<file path="src/rtl/intr_arbiter.sv">
// Interrupt controller/arbiter: pending capture, masked priority arbitration, REQ/SERVICE handshake.
// Define INTR_EDGE_EN for edge-triggered pending with W1C; default is level mode.

module intr_pend_cell (
  input  logic clk,
  input  logic rst,
  input  logic irq,
  input  logic clr,
  output logic pend
);
  logic pend_d, pend_q;

`ifdef INTR_EDGE_EN
  logic irq_d, irq_q;

  // A new rising edge wins over any clear arriving in the same cycle.
  always_comb begin
    irq_d  = irq;
    pend_d = (pend_q & ~clr) | (irq & ~irq_q);
  end

  always_ff @(posedge clk or negedge rst) begin
    if (!rst) begin
      irq_q  <= 1'b0;
      pend_q <= 1'b0;
    end else begin
      irq_q  <= irq_d;
      pend_q <= pend_d;
    end
  end
`else
  logic unused_clr;
  assign unused_clr = clr;

  always_comb pend_d = irq;

  always_ff @(posedge clk or negedge rst) begin
    if (!rst) pend_q <= 1'b0;
    else      pend_q <= pend_d;
  end
`endif

  assign pend = pend_q;
endmodule

module intr_arbiter #(
  parameter int NSRC   = 4,
  parameter int PRIO_W = 2,
  parameter int ID_W   = 3
) (
  input  logic            clk,
  input  logic            rst,
  input  logic [NSRC-1:0] irq_src,
  input  logic            cfg_we,
  input  logic [1:0]      cfg_addr,
  input  logic [31:0]     cfg_wdata,
  output logic [31:0]     cfg_rdata,
  input  logic            j_hand,
  input  logic            mret_done,
  output logic            intr_excep,
  output logic [ID_W-1:0] claim_id,
  output logic            busy
);
  typedef enum logic [1:0] {
    S_IDLE = 2'd0,
    S_REQ  = 2'd1,
    S_SVC  = 2'd2
  } state_e;

  localparam logic [1:0] A_ENABLE  = 2'd0;
  localparam logic [1:0] A_PRIO    = 2'd1;
  localparam logic [1:0] A_PENDING = 2'd2;

  state_e                 state_d, state_q;
  logic [ID_W-1:0]        claim_d, claim_q;
  logic [NSRC-1:0]        enable_d, enable_q;
  logic [NSRC*PRIO_W-1:0] prio_d, prio_q;
  logic [NSRC-1:0]        pend, cand, clr;
  logic [ID_W-1:0]        win_id;
  logic                   win_vld;
  logic [PRIO_W-1:0]      win_prio;
  logic                   unused_wdata;

  assign unused_wdata = ^cfg_wdata;

  for (genvar g = 0; g < NSRC; g++) begin : g_src
    intr_pend_cell u_cell (
      .clk  (clk),
      .rst  (rst),
      .irq  (irq_src[g]),
      .clr  (clr[g]),
      .pend (pend[g])
    );
  end

  // Only the claimed source is cleared by the trap handshake; W1C can hit any bit.
  always_comb begin
    clr = '0;
    if (cfg_we && cfg_addr == A_PENDING) clr = cfg_wdata[NSRC-1:0];
    if (state_q == S_REQ && j_hand)      clr = clr | (NSRC'(1) << claim_q);
  end

  assign cand = pend & enable_q;

  // Strict '>' keeps the lowest index on equal priority.
  always_comb begin
    win_id   = '0;
    win_vld  = 1'b0;
    win_prio = '0;
    for (int i = 0; i < NSRC; i++) begin
      if (cand[i] && (!win_vld || prio_q[i*PRIO_W +: PRIO_W] > win_prio)) begin
        win_vld  = 1'b1;
        win_prio = prio_q[i*PRIO_W +: PRIO_W];
        win_id   = ID_W'(i);
      end
    end
  end

  always_comb begin
    enable_d = enable_q;
    prio_d   = prio_q;
    if (cfg_we && cfg_addr == A_ENABLE) enable_d = cfg_wdata[NSRC-1:0];
    if (cfg_we && cfg_addr == A_PRIO)   prio_d   = cfg_wdata[NSRC*PRIO_W-1:0];
  end

  // claim_q is only loaded on IDLE->REQ, so later arrivals cannot pre-empt it.
  always_comb begin
    state_d = state_q;
    claim_d = claim_q;
    case (state_q)
      S_IDLE: if (win_vld) begin
        state_d = S_REQ;
        claim_d = win_id;
      end
      S_REQ:   if (j_hand)    state_d = S_SVC;
      S_SVC:   if (mret_done) state_d = S_IDLE;
      default: state_d = S_IDLE;
    endcase
  end

  always_ff @(posedge clk or negedge rst) begin
    if (!rst) begin
      state_q  <= S_IDLE;
      claim_q  <= '0;
      enable_q <= '0;
      prio_q   <= '0;
    end else begin
      state_q  <= state_d;
      claim_q  <= claim_d;
      enable_q <= enable_d;
      prio_q   <= prio_d;
    end
  end

  assign intr_excep = (state_q == S_REQ);
  assign busy       = (state_q != S_IDLE);
  assign claim_id   = claim_q;

  always_comb begin
    cfg_rdata = '0;
    case (cfg_addr)
      A_ENABLE:  cfg_rdata = 32'(enable_q);
      A_PRIO:    cfg_rdata = 32'(prio_q);
      A_PENDING: cfg_rdata = 32'(pend);
      default:   cfg_rdata = 32'({busy, state_q, claim_q});
    endcase
  end
endmodule

</file>
<file path="config.mk">
export PLATFORM = sky130hd
export DESIGN_NAME = intr_arbiter
export DESIGN_NICKNAME = d
export VERILOG_FILES = /design/src/rtl/intr_arbiter.sv
export SDC_FILE = /design/constraint.sdc
export NUM_CORES = 1
export LEC_CHECK = 0
export CORE_UTILIZATION = 39
export CTS_CLUSTER_DIAMETER = 120
export CTS_CLUSTER_SIZE = 12
export DETAILED_ROUTE_END_ITERATION = 12
export PLACE_DENSITY_LB_ADDON = 0.3
export SLEW_MARGIN = 20
export SYNTH_ARGS = -nofsm -noshare
export SYNTH_HDL_FRONTEND = slang
export SYNTH_HIERARCHICAL = 1
export SYNTH_SLANG_ARGS = --single-unit
</file>
<file path="constraint.sdc">
create_clock -name clk -period 4.3 [get_ports clk]
set_clock_uncertainty 0.15 [all_clocks]
set_input_delay 0.86 -clock clk [delete_from_list [all_inputs] [get_ports clk]]
set_output_delay 0.86 -clock clk [all_outputs]
set_load 0.03 [all_outputs]
</file>
==> impl_results.md <==
* Peak supply drop at between 400 and 500 µV
* Total gr overflow at 0
* Vias post-DR at 981
* Ports at 80
* Pin count of the biggest net entering global routing at 21
* Critical Path Start: enable_q[0]
* Row count at 21
* Worst EP required at 4.31 ns
* Height of the die at slightly above 60 µm
* Final Instance Area at 1700 µm²
* Root Buffer: clkbuf_4
* Lkg Pwr at between 0.7 and 0.8 nW
* Post-CTS Hold Buffers at 0
* Vias in the first global route at ~950
* Starting Density at 41.0%
* Logic pwr share at 48.0%
* CTS resizes at 0
* Synth Warn # at 6
* Fin. Hold Viols at 0
* N_diodes at 0
* Final std cells w/o fill at 207
* Met1 Wirelength at 1.11 mm
* Max_cap viols at 0
* Tightest Pin Transition at slightly below 0.9 ns
* Cells after Synth at approximately 130
* Hold WS at 0.380 ns
* FF-to-FF Start: enable_q[0]
* Remaining DRCs at 0
* Clk sinks at 20
* Setup repair bufs after CTS at 0
* Tot GR Track Use at 16.0%
* Top Metal Used: met4
* WL per Instance at 12.6 µm
* Post-DP HPWL at between 2 and 2.5 mm
* Synth Cell Area at 1390 µm²
* Post-route ant nets at 0
* Filler instances at 319
* Fmax at 260 MHz
* Total core area at 3390 µm²
* Placed instance count at 203
* Switching Fraction at 39.9%
* TritonCTS clock tree: built
* CTS max path bufs at 2
* Setup-failing EPs final at 0
* Critical path type: register to register
* 1st-pass router iterations at 4
* Worst setup EP type: register
* P per Cell Area at 484 nW/µm²
* Reg power frac at 33.4%
* First-pass GRT wire length at 4.37 mm
* Worst-path clk slew at 0.12 ns
* Final period utilization at 89.5%
* Die ar. at ~3800 µm²
* Port bufs at 30
* Status: completed
* Via density at 4.74
* Die Wd at just over 60 µm
* CTS Buf Count at 3
* Final Power at 0.000823 W
* Critical Path Fanout Max at 6
* Register-to-register setup slack at 0.45 ns
* RR Endpoint: claim_id[1]
* Clock Power Share at 18.6%
* Clock Latency Late Sink at 0.30 ns
* Sw power at 0.000328 W
* Final WL at about 2.6 mm
* Syn-to-layout area delta at 22.1%
* Met2 wire len at 1.35 mm
* Dpl cell area at 1650 µm²
* DR iter-0 viols at 9
* Max-slew violations at 0
* H-tree depth at 1
* Worst r2r path cells at 15
* Syn Area/Cell at 10.8 µm²
* Minimum clock period at 3.85 ns
* Max-slew headroom at roughly two fifths
* Hold Path Class: register to register
* Crit path launch type: register
* Internal power at 0.000495 W
* RSZ-0062 raised after global routing: no
* Crit path DAT at 3.86 ns
* Initial antenna violation count at 0
* Layout cell share with drive strength beyond 1 at 13.0%
* Post-Route Setup TNS at 0 ns
* RD Place Congestion at 0.791
* Met3 wire len at 122 µm
* # nets final at 211
* Setup crit end: claim_id[1]
layout make-up:
class / count / area, µm² / share of cell area [%]
Sequential cell: 20 / 500 / 29.5
Multi-Input combinational cell: 100 / 758 / 44.6
Clock inverter: 1 / 30.0 / 1.77
Tap cell: 46 / 57.6 / 3.39
Inverter: 6 / 22.5 / 1.33
Clock buffer: 3 / 22.5 / 1.33
Timing Repair Buffer: 31 / 308 / 18.1
through the flow:
| step | worst slack [ns] | util [%] |
|---|---|---|
| after floorplan | 0.777 | - |
| after global placement | 0.465 | 48.6 |
| after detailed placement | 0.460 | 48.6 |
| after CTS | 0.412 | 50.1 |
| after global routing | 0.182 | 50.1 |
| final | 0.452 | 50.1 |
cell usage in the layout, fill, tap and decap left out, types with 4 or more instances in the layout:
master	count
clkdlybuf4s50_1	30
conb_1	25
dfrtp_1	20
mux2_1	12
nand2_1	11
ha_1	6
nor2_1	5
nor2b_1	4
inv_1	4
critical path: stages, from the launching register on:
cell	delay, ns
dfrtp_1	0.44
nand3_1	0.14
ha_1	0.37
nand2b_2	0.09
a221oi_4	0.31
o21a_1	0.22
nor2_1	0.06
ha_1	0.28
nor2b_1	0.14
o2111ai_2	0.30
nand2_1	0.11
o31ai_2	0.26
ha_1	0.27
nor2b_1	0.13
o21ai_0	0.28
a41oi_1	0.16
routing by layer:
metal / track usage [%] / vias up
li1: - / 467
met1: 20.6 / 466
met2: 27.8 / 46
met3: 1.86 / 2
met4: 5.71 / 0
met5: 0 / -
power by group through the flow:
stage               Sequential, W  Combinational, W  Clock [W]
floorplan                0.000282          0.000280          0
global placement         0.000277          0.000390          0
detailed placement       0.000279          0.000397          0
CTS                      0.000275          0.000401   0.000157
global route             0.000282          0.000436   0.000163
finish                   0.000275          0.000395   0.000153
sequential cells by signal, summed over array words and instances, names as in the netlist:
signal / flops
state_q: 2
claim_id: 2
prio_q: 8
g_src.u_cell/pend: 4
enable_q: 4
how the worst min path moves through the flow:
stage / startpoint / to / slack [ns] / cells after the start
after floorplan: prio_q[0] / prio_q[0] / 0.32 / 1
after global placement: prio_q[0] / prio_q[0] / 0.35 / 1
after detailed placement: prio_q[6] / prio_q[6] / 0.36 / 1
after CTS: prio_q[6] / prio_q[6] / 0.38 / 1
after global routing: prio_q[6] / prio_q[6] / 0.40 / 1
final: prio_q[6] / prio_q[6] / 0.38 / 1
Power figures use the tool's default switching activity.
